==> src/rtl/ts_pkt_rx.sv <==
// Transport-stream byte receiver: aligns on sync bytes, packs four bytes per
// 32-bit word and presents them on a valid/ready output with error counters.
//
// state | meaning
// ------+-------------------------------------------------------------
// HUNT  | not aligned; waiting for a sync-flagged SYNC_BYTE
// RECV  | aligned; packing bytes of the current packet
// DROP  | aligned but output overflowed; discarding until next sync
module ts_pkt_rx #(
  parameter int         PACK_BYTE_SIZE = 188,
  parameter logic [7:0] SYNC_BYTE      = 8'h47
) (
  input  logic        clk,
  input  logic        rst_n,
  input  logic        ts_valid,
  input  logic        ts_sync,
  input  logic [7:0]  ts_data,
  output logic [31:0] m_tdata,
  output logic        m_tvalid,
  input  logic        m_tready,
  output logic        m_tuser,
  output logic        m_tlast,
  output logic        locked,
  output logic [31:0] pkt_count,
  output logic [15:0] err_sync_count,
  output logic [15:0] err_ovf_count
);

  localparam int CW = $clog2(PACK_BYTE_SIZE);
  localparam logic [CW-1:0] LAST_CNT = CW'(PACK_BYTE_SIZE - 1);
  localparam logic [CW-1:0] WORD0_CNT = CW'(3);

  typedef enum logic [1:0] {HUNT, RECV, DROP} state_t;

  state_t        state, state_next;
  logic [CW-1:0] byte_cnt;
  logic [23:0]   pack;

  logic sync_ok;
  logic cnt_zero;
  logic start_pkt;
  logic sync_err;
  logic data_byte;
  logic word_done;
  logic load_word;
  logic ovf;

  assign sync_ok   = ts_valid && ts_sync && (ts_data == SYNC_BYTE);
  assign cnt_zero  = (byte_cnt == '0);
  assign word_done = data_byte && (byte_cnt[1:0] == 2'b11);
  assign load_word = word_done && (!m_tvalid || m_tready);
  assign ovf       = word_done && m_tvalid && !m_tready;
  assign locked    = (state != HUNT);

  always_ff @(posedge clk) begin
    if (!rst_n) state <= HUNT;
    else        state <= state_next;
  end

  always_comb begin
    state_next = state;
    case (state)
      HUNT: if (sync_ok) state_next = RECV;
      RECV: begin
        if (sync_err && !sync_ok) state_next = HUNT;
        else if (ovf)             state_next = DROP;
      end
      DROP: if (sync_ok) state_next = RECV;
      default: state_next = HUNT;
    endcase
  end

  // A good sync byte always opens a packet, whichever state it arrives in.
  always_comb begin
    start_pkt = sync_ok;
    sync_err  = 1'b0;
    data_byte = 1'b0;
    case (state)
      HUNT: sync_err = ts_valid && ts_sync && !sync_ok;
      RECV: begin
        if (cnt_zero) sync_err = ts_valid && !sync_ok;
        else          sync_err = ts_valid && ts_sync;
        data_byte = ts_valid && !ts_sync && !cnt_zero;
      end
      default: ;
    endcase
  end

  always_ff @(posedge clk) begin
    if (!rst_n) begin
      byte_cnt       <= '0;
      pack           <= '0;
      m_tdata        <= '0;
      m_tvalid       <= 1'b0;
      m_tuser        <= 1'b0;
      m_tlast        <= 1'b0;
      pkt_count      <= '0;
      err_sync_count <= '0;
      err_ovf_count  <= '0;
    end else begin
      if (start_pkt) begin
        byte_cnt <= CW'(1);
        pack     <= {pack[15:0], ts_data};
      end else if (data_byte) begin
        byte_cnt <= (byte_cnt == LAST_CNT) ? '0 : byte_cnt + 1'b1;
        pack     <= {pack[15:0], ts_data};
      end

      if (load_word) begin
        m_tdata  <= {pack, ts_data};
        m_tvalid <= 1'b1;
        m_tuser  <= (byte_cnt == WORD0_CNT);
        m_tlast  <= (byte_cnt == LAST_CNT);
        if (byte_cnt == LAST_CNT) pkt_count <= pkt_count + 1'b1;
      end else if (m_tready) begin
        m_tvalid <= 1'b0;
      end

      if (sync_err && err_sync_count != 16'hFFFF)
        err_sync_count <= err_sync_count + 1'b1;
      if (ovf && !sync_err && err_ovf_count != 16'hFFFF)
        err_ovf_count <= err_ovf_count + 1'b1;
    end
  end

endmodule

==> config.mk <==
export PLATFORM = sky130hd
export DESIGN_NAME = ts_pkt_rx
export DESIGN_NICKNAME = d
export VERILOG_FILES = /design/src/rtl/ts_pkt_rx.sv
export SDC_FILE = /design/constraint.sdc
export NUM_CORES = 1
export LEC_CHECK = 0
export CAP_MARGIN = 20
export CORE_MARGIN = 2
export CORE_UTILIZATION = 30
export CTS_CLUSTER_SIZE = 8
export DETAILED_ROUTE_END_ITERATION = 8
export GPL_TIMING_DRIVEN = 1
export PLACE_DENSITY = 0.58
export SLEW_MARGIN = 0
export SYNTH_ARGS = -nofsm -noshare
export SYNTH_HDL_FRONTEND = slang
export SYNTH_SLANG_ARGS = --single-unit
==> constraint.sdc <==
create_clock -name clk -period 4.6 [get_ports clk]
set_clock_uncertainty 0.05 [all_clocks]
set_input_delay 0.92 -clock clk [delete_from_list [all_inputs] [get_ports clk]]
set_output_delay 0.92 -clock clk [all_outputs]
set_load 0.03 [all_outputs]
# Word level (Yosys, flattened, before mapping)
# Index checks and enable logic that the tools add are counted.
[totals]
regBits = 133
output_inout_bits = 100
[classes]
n_addsub = 4
eq_ne = 10
n_mux = 14
bitwise = 1
reduce_logical = 30
[ops]
columns = ["cell", "count"]
rows = [
  ["24-bit two-way mux", 2],
  ["16-bit by 1-bit adder with 16-bit output (second input constant)", 2],
  ["32-bit by 1-bit adder with 32-bit output (second input constant)", 1],
  ["16-bit inequality test (second input constant)", 2],
  ["1-bit logical AND", 14],
  ["8-bit by 1-bit adder with 8-bit output (second input constant)", 1],
  ["8-bit by 2-bit equality test with 1-bit output (second input constant)", 1],
  ["8-bit by 7-bit equality test with 1-bit output (second input constant)", 1],
  ["8-bit equality test (second input constant)", 1],
  ["8-bit zero test", 1],
  ["8-bit two-way mux", 1],
  ["1-bit zero test", 6],
  ["1-bit two-way mux", 6],
  ["2-bit two-way mux", 3],
  ["2-bit nonzero test", 3],
  ["2-bit equality test (second input constant)", 2],
  ["2-bit one-hot mux with 2 select lines", 1],
  ["2-bit AND reduction", 2],
  ["2-bit OR reduction", 2],
  ["3-bit inequality test (second input constant)", 1],
  ["2-bit by 1-bit equality test with 1-bit output (second input constant)", 1],
  ["2-bit zero test", 1],
  ["2-bit by 1-bit inequality test with 1-bit output (second input constant)", 1],
  ["1-bit one-hot mux with 2 select lines", 1],
  ["2 further kinds", 2],
]

# Longest topological paths before layout
# Gate-level depths: netlist (run 1).
[depth]
ltp_word = 10
depth_mapped = 9
ltp_nobuf = 7

# Worst setup path before layout (run 1)
# Ideal clock, no wire load.
[synth_path]
path_type = "in2reg"
from = "input ts_data[4]"
to = "register pack[10]"
setup_time_ps = 128
arrival_time_ps = 2545
required_time_ps = 4422
path_slack_ps = 1877
stages = 7
cell_sequence = "or4b_1 > or3_1 > and2_1 > buf_2 > buf_6 > mux2i_1 > nor2_1"
[synth_between]
elab_chain_len = 3
[synth_rtl]
columns = ["element", "line_no", "source"]
rows = [
  ["from (decl)", "17", "input logic [7:0] ts_data,"],
  ["8-bit by 7-bit equality test with 1-bit output (*)", "48", "assign sync_ok = ts_valid && ts_sync && (ts_data == SYNC_BYTE);"],
  ["1-bit logical AND (*)", "48", ""],
  ["24-bit two-way mux or 2-bit nonzero test (tied branches)", "n/a", ""],
  ["to (signal assigned)", "103", "pack <= {pack[15:0], ts_data};"],
  ["to (signal assigned)", "106", "pack <= {pack[15:0], ts_data};"],
  ["to (decl)", "37", "logic [23:0] pack;"],
]
# Every way passes the cells marked *; elsewhere a longest branch is shown, timed or not.
# A chain may end at the register's enable or synchronous reset.

# Worst setup path in the final report (run 1)
[layout_path]
from = "input ts_sync"
to = "register pkt_count[15]"
[layout_between]
elab_chain_len = 7
[layout_rtl]
columns = ["element", "line_no", "source"]
rows = [
  ["from (decl)", "16", "input logic ts_sync,"],
  ["1-bit zero test", "83", "data_byte = ts_valid && !ts_sync && !cnt_zero;"],
  ["1-bit logical AND (2 in series)", "83", ""],
  ["1-bit two-way mux", "78", "case (state)"],
  ["1-bit logical AND", "50", "assign word_done = data_byte && (byte_cnt[1:0] == 2'b11);"],
  ["1-bit logical AND", "51", "assign load_word = word_done && (!m_tvalid || m_tready);"],
  ["2-bit AND reduction (no line)", "n/a", ""],
  ["to (signal assigned)", "114", "if (byte_cnt == LAST_CNT) pkt_count <= pkt_count + 1'b1;"],
  ["to (decl)", "24", "output logic [31:0] pkt_count,"],
]
# Every way passes these cells.

==> run_results.csv, run 1 <==
group,metric,value,unit
yosys,syn_avg_cell_area,8.53,um2
cts,cts.sinks,133,
timing,fin_tns_setup,0,ns
die,fp.coreArea,18900,um2
place,routabilityCongestion,0.787,
yosys,ys_seq_area_frac,0.457,
cts,cts_hold_buf,0,
cts,cts_tree,"yes",
cts,cts_buffers,17,
routing,met3_length,637,um
die,ios,113,
yosys,ys_warn_count,0,
min_path,hold_class,"reg -> reg",
yosys,muxShareOfSynthArea,0.0532,
global_route,grt_pass1_vias,4609,
routing,routedLengthMet1,7300,um
routing,num_vias,5057,
timing,fin_crit_sh,0.677,
timing,hold_viol,0,
pwr,powerDensity,332,nW/um2
die,num_rows,50,
routing,drc,0,
routing,route.met2.wl,6120,um
pwr,p_int,1.95,mW
global_route,grt_max_degree,49,
die,fp.dieW,143,um
critical_path,crit_fanout,24,
routing,postRouteAntennaNets,0,
timing,final.min_clock_period,3.11,ns
cts,postCtsResizedCells,0,
routing,wl,14200,um
cells_and_area,nNetsFinal,805,
cts,insertion_delay,0.43,ns
yosys,syn_inst,684,
yosys,ys_seq_elements,133,
place,dpl.hpwl,9660,um
place,placedCellCount,1028,
die,die_h,143,um
cells_and_area,final_cells,1060,
pwr,peakVddDrop,0.000270,V
yosys,synth-compound-area-share,0.125,
critical_path,reg2reg_depth,8,
critical_path,cp_data_required_time,4.90,ns
critical_path,cp-start-kind,"input port",
pwr,pwr-share-comb,0.020,
timing,slew_headroom,0.573,
yosys,synthXorXnorAreaFrac,0.0436,
global_route,antenna_found_initial,0,
cells_and_area,areaGrowthSynthToFinish,33.4,%
pwr,p_sw,0.634,mW
min_path,hold_path_depth,2,
cts,cts.path.max_buffers,2,
pwr,swShare,0.245,
global_route,overflow,0,
yosys,syn_nets,702,
critical_path,cpMaxStageDelayCell,"or4_1",
cts,ctsRootBufferMaster,"clkbuf_16",
critical_path,critical_path.top_delay_family,"simple AND/OR/NAND/NOR gates",
yosys,synth-edff-count,0,
routing,drtIter0Drc,297,
die,start_util,0.309,
timing,max_freq,0.321,GHz
yosys,synth_fa_ha_area_frac,0.0107,
min_path,min-delay-start,"m_tdata[1]$_SDFFE_PN0P_",
critical_path,cpPeakStageDelay,0.73,ns
critical_path,worst-path-buf-inv,1,
cells_and_area,antenna_cells,0,
timing,setup_viol,0,
routing,top_layer,"met4",
critical_path,r2r_slack,2.01,ns
place,portBuffers,112,
timing,worst_pin_slew,0.637,ns
routing,drtPass1Iterations,6,
critical_path,cp.arrival,3.41,ns
min_path,min_to,"m_tdata[1]$_SDFFE_PN0P_",
cts,cts.clk_slew.worst_paths,0.06,ns
pwr,p_clk_frac,0.534,
pwr,pwr-share-seq,0.446,
pwr,cellLeakagePower,2.70,nW
global_route,grt.total_usage,0.142,
critical_path,crit_chain,"clkdlybuf4s50_1, and4bb_1, o211ai_4, or4_1, or3_1, a21oi_1",
run,maxCapViolations,0,
cells_and_area,drive_above_1_share,0.0638,
yosys,synth_flop_cell,"dfxtp_1",
routing,via_per_inst,4.77,
yosys,synthDistinctLibCells,54,
yosys,synth-simple-area-share,0.270,
global_route,grt_first_pass_wirelength,23300,um
critical_path,worstSetupPathType,"in -> reg",
timing,rsz0062_at_grt,"false",
critical_path,timing.rr.end,"m_tdata[6]$_SDFFE_PN0P_",
yosys,synthArstFlopShare,0,
die,dieArea,20600,um2
critical_path,timing.rr.start,"byte_cnt[0]$_SDFFE_PN0P_",
critical_path,endpoint_kind,"flop",
timing,finalMaxSlewViolations,0,
outcome,status,"finished, final reports clean",
yosys,synth_top_family_by_area,"simple AND/OR/NAND/NOR gates",
yosys,synth_area,5830,um2
routing,wl_per_cell,13.4,um
cts,cts_setup_buffers,0,
cts,htreeDepth,4,
## worst max path at each step
stage                     cells past startpoint       start                    endpoint  slack (ns)
after detailed placement                      6     ts_sync  pkt_count[15]$_SDFFE_PN0P_        1.06
after CTS                                     6     ts_sync  pkt_count[15]$_SDFFE_PN0P_        1.51
after global routing                          6     ts_sync  pkt_count[15]$_SDFFE_PN0P_        1.39
after floorplan                               7  ts_data[4]       pack[10]$_SDFFE_PN0P_        1.88
after global placement                        6     ts_sync  pkt_count[19]$_SDFFE_PN0P_        1.09
final                                         6     ts_sync  pkt_count[15]$_SDFFE_PN0P_        1.49
## metal layers
layer	GRT usage	vias up
li1	-	2651
met1	0.198	2306
met2	0.209	87
met3	0.0393	13
met4	0.0531	0
met5	0	-
## cell usage in the layout, fill, tap and decap left out, types with 8 or more instances in the layout
cell / instances
a21oi_1: 67
and3_1: 12
buf_4: 9
clkbuf_16: 17
clkdlybuf4s50_1: 112
dfxtp_1: 133
inv_1: 16
mux2i_1: 31
nand2_1: 100
nand3_1: 28
nand4_1: 15
nor2_1: 62
nor3_1: 8
nor4_1: 15
o21ai_0: 12
o21ai_1: 10
o31ai_1: 10
or3_1: 18
or4_1: 13
xnor2_1: 22
## stage by stage
step / power (mW) / instance area, um2 / hold slack [ns] / util / setup slack [ns]
3_5_place_dp: 1.23 / 7180 / 0.398 / 0.380 / 1.06
6_report: 2.58 / 7780 / 0.403 / 0.412 / 1.49
4_1_cts: 2.63 / 7780 / 0.407 / 0.412 / 1.51
3_3_place_gp: 1.23 / 7180 / 0.392 / 0.380 / 1.09
2_1_floorplan: 1.21 / 5830 / 0.382 / - / 1.88
5_1_grt: 2.69 / 7780 / 0.418 / 0.412 / 1.39
## sequential cells by signal, summed over array words and instances (netlist names)
register	count
m_tdata	32
pkt_count	32
pack	24
err_ovf_count	16
err_sync_count	16
byte_cnt	8
state	2
m_tlast	1
m_tuser	1
m_tvalid	1
## worst min-delay path, cell delays in order (launching register included)
cell and delay [ns]:
dfxtp_1 0.31, nand2_1 0.05, a21oi_1 0.05
## cells by family after synthesis
logic type               Yosys count
AND/OR/NAND/NOR                  310
flip-flops                       133
AO/OA/AOI/OAI                    122
buffers and inverters             54
multiplexers                      31
XOR/XNOR                          29
adder cells (fa/ha/maj)            5
## synthesized netlist by cell type (2+ instances only)
master	n	area, um2
and3_1	12	75.1
nor4_1	15	93.8
and4_1	5	43.8
or3_1	18	113
buf_6	2	22.5
clkbuf_1	21	78.8
nand2b_1	7	43.8
nand4b_1	2	17.5
nand2_1	100	375
dfxtp_1	133	2660
a21oi_1	67	335
o21ai_0	12	60.1
xnor2_1	22	193
inv_1	17	63.8
nor4b_1	3	26.3
or4_4	2	22.5
o31ai_1	10	75.1
o311a_1	2	20.0
o211ai_1	4	30.0
xor2_1	7	61.3
and2_1	7	43.8
nand4_1	15	93.8
ha_1	5	62.6
nand4bb_1	2	22.5
or4b_1	2	20.0
mux2i_1	31	310
nor2_1	63	236
nor3_1	8	40.0
buf_1	2	7.51
o21ai_1	10	50.1
or4_1	13	97.6
o2111ai_1	6	52.6
buf_2	11	55.1
nand3_1	28	140
## layout make-up
class                      instances  area [um2]
sequential                       133        2660
fill                            1950       11100
timing repair buffer             121        1190
clock buffer                      17         425
tap                              260         325
inverter                          17        65.1
clock inverter                    15         175
multi-input combinational        497        2940
## power by group through the flow
| stage | combinational, mW | clock (mW) | sequential (mW) |
|---|---|---|---|
| final | 0.0509 | 1.38 | 1.15 |
| after global routing | 0.0564 | 1.48 | 1.15 |
| after CTS | 0.0522 | 1.43 | 1.15 |
| after detailed placement | 0.0521 | 0 | 1.18 |
| after global placement | 0.0522 | 0 | 1.18 |
| after floorplan | 0.0254 | 0 | 1.18 |
No activity file was read; power rests on OpenSTA's default activity.
==> run 2: changes to the inputs <==
--- a/config.mk
+++ b/config.mk
@@ -11,7 +11,7 @@
 export CTS_CLUSTER_SIZE = 8
 export DETAILED_ROUTE_END_ITERATION = 8
 export GPL_TIMING_DRIVEN = 1
-export PLACE_DENSITY = 0.58
+export PLACE_DENSITY = 0.6
 export SLEW_MARGIN = 0
 export SYNTH_ARGS = -nofsm -noshare
 export SYNTH_HDL_FRONTEND = slang
==> constraint.sdc (replaced) <==
create_clock -name clk -period 2.6 [get_ports clk]
set_clock_uncertainty 0.05 [all_clocks]
set_input_delay 0.52 -clock clk [delete_from_list [all_inputs] [get_ports clk]]
set_output_delay 0.52 -clock clk [all_outputs]
set_load 0.03 [all_outputs]
==> run 2 against run 1 <==
Compared with the run above:
- global-route usage rose by 0.068 points
- largest power group unchanged
- clock power rose by 73%
- die area did not move
- non-clock buffer count rose by 35
- critical path depth rose by 4
- highest routed layer unchanged
==> run_results.csv, run 2 (same netlist as run 1, synthesis figures left out) <==
group,metric,value,unit
place,routabilityCongestion,0.783,
cts,cts_setup_buffers,0,
cts,cts.sinks,133,
critical_path,cp_data_required_time,2.90,ns
cells_and_area,reg_top3,"m_tdata: 32 flops, pkt_count: 32 flops, pack: 24 flops",
die,ios,113,
critical_path,cpMaxStageDelayCell,"or3b_2",
pwr,p_int,3.44,mW
timing,fin_crit_sh,0.900,
routing,num_vias,5311,
outcome,status,"finished, final reports clean",
die,fp.dieW,143,um
critical_path,worst-path-buf-inv,4,
cts,cts_hold_buf,0,
cts,cts_tree,"yes",
cts,cts.path.max_buffers,2,
die,start_util,0.309,
global_route,grt_max_degree,67,
cts,ctsRootBufferMaster,"clkbuf_16",
cts,cts.clk_slew.worst_paths,0.07,ns
pwr,swShare,0.241,
cells_and_area,nFillCells,1886,
global_route,overflow,0,
place,dpl.hpwl,9980,um
cts,htreeDepth,4,
routing,drtIter0Drc,225,
routing,drtPass1Iterations,4,
critical_path,critical_path.top_delay_family,"simple AND/OR/NAND/NOR gates",
timing,final.min_clock_period,2.34,ns
global_route,grt_pass1_vias,4715,
pwr,pwr-share-comb,0.023,
timing,hold_viol,0,
critical_path,cpPeakStageDelay,0.53,ns
timing,finalMaxSlewViolations,0,
pwr,total_power,4.54,mW
cts,cts_buffers,17,
die,fp.coreArea,18900,um2
critical_path,worstSetupPathType,"reg -> reg",
global_route,antenna_found_initial,0,
cells_and_area,final_common_cell,"dfxtp_1",
routing,via_per_inst,4.85,
global_route,grt.total_usage,0.143,
cells_and_area,nNetsFinal,840,
critical_path,endpoint_kind,"flop",
routing,wl_per_cell,13.3,um
pwr,p_sw,1.09,mW
place,portBuffers,112,
die,die_h,143,um
timing,rsz0062_at_grt,"false",
die,num_rows,50,
timing,setup_viol,0,
cells_and_area,areaGrowthSynthToFinish,38.5,%
critical_path,crit_fanout,15,
cts,postCtsResizedCells,0,
timing,max_freq,0.428,GHz
place,post-place-ws,-0.109,ns
routing,postRouteAntennaNets,0,
cells_and_area,final_cell_mix,"dfxtp_1 (133), clkdlybuf4s50_1 (112), nand2_1 (100)",
pwr,cellLeakagePower,2.88,nW
pwr,peakVddDrop,0.000433,V
critical_path,crit_chain,"inv_1, ha_1, or3b_2, o211ai_4, buf_4, buf_4, nor4_1, buf_4, a31o_1, a21oi_1",
pwr,pwr-share-seq,0.450,
pwr,powerDensity,562,nW/um2
run,maxCapViolations,0,
critical_path,cp_common_cell,"buf_4",
routing,drc,0,
timing,slew_headroom,0.531,
cts,insertion_delay,0.42,ns
critical_path,cp.arrival,2.64,ns
global_route,grt_first_pass_wirelength,23600,um
timing,worst_slack,0.261,ns
cells_and_area,antenna_cells,0,
die,dieArea,20600,um2
cells_and_area,drive_above_1_share,0.103,
min_path,hold_class,"reg -> reg",
pwr,p_clk_frac,0.527,
timing,worst_pin_slew,0.704,ns
routing,wl,14600,um
critical_path,cp-start-kind,"flop",
[run 2: cell type report]
class	count	area [um2]	share of cell area
tap	260	325	0.0403
inverter	17	65.1	0.00806
multi-input combinational	497	2940	0.364
timing repair buffer	156	1500	0.186
clock buffer	17	425	0.0527
sequential	133	2660	0.330
clock inverter	15	160	0.0198
[run 2: power by group through the flow]
stage                     clock network, mW  logic [mW]  registers, mW
after CTS                              2.45       0.107           2.04
after global routing                   2.54       0.116           2.04
after global placement                    0       0.108           2.09
after detailed placement                  0       0.107           2.09
after floorplan                           0      0.0449           2.09
final                                  2.39       0.107           2.04
[run 2: worst paths after layout]
kind / startpoint / endpoint / slack [ns] / cells past startpoint
max: byte_cnt[0]$_SDFFE_PN0P_ / pkt_count[29]$_SDFFE_PN0P_ / 0.26 / 10
min: pack[20]$_SDFFE_PN0P_ / m_tdata[28]$_SDFFE_PN0P_ / 0.40 / 2
max reg2reg: byte_cnt[0]$_SDFFE_PN0P_ / pkt_count[29]$_SDFFE_PN0P_ / 0.26 / 10
min reg2reg: pack[20]$_SDFFE_PN0P_ / m_tdata[28]$_SDFFE_PN0P_ / 0.40 / 2
[run 2: metal layers]
| layer | up-vias | part of all wire | track usage |
|---|---|---|---|
| met1 | 2455 | 0.51 | 0.195 |
| met4 | 0 | 0.015 | 0.0526 |
| met5 | - | 0 | 0 |
| li1 | 2719 | - | - |
| met3 | 18 | 0.050 | 0.0380 |
| met2 | 119 | 0.43 | 0.217 |
[run 2: worst register-to-register path, stage by stage (launching register included)]
cell,delay (ns)
dfxtp_1,0.34
inv_1,0.07
ha_1,0.15
or3b_2,0.53
o211ai_4,0.24
buf_4,0.16
buf_4,0.20
nor4_1,0.08
buf_4,0.14
a31o_1,0.21
a21oi_1,0.11
[run 2: through the flow]
stage / instance area (um2) / setup TNS, ns / instances / hold slack [ns] / util
3_3_place_gp: 7490 / -3.83 / 1063 / 0.393 / 0.396
5_1_grt: 8080 / 0 / 1095 / 0.425 / 0.427
2_1_floorplan: 5830 / 0 / 684 / 0.382 / -
3_5_place_dp: 7490 / -4.32 / 1063 / 0.396 / 0.396
6_report: 8080 / 0 / 1095 / 0.400 / 0.427
4_1_cts: 8080 / 0 / 1095 / 0.405 / 0.427
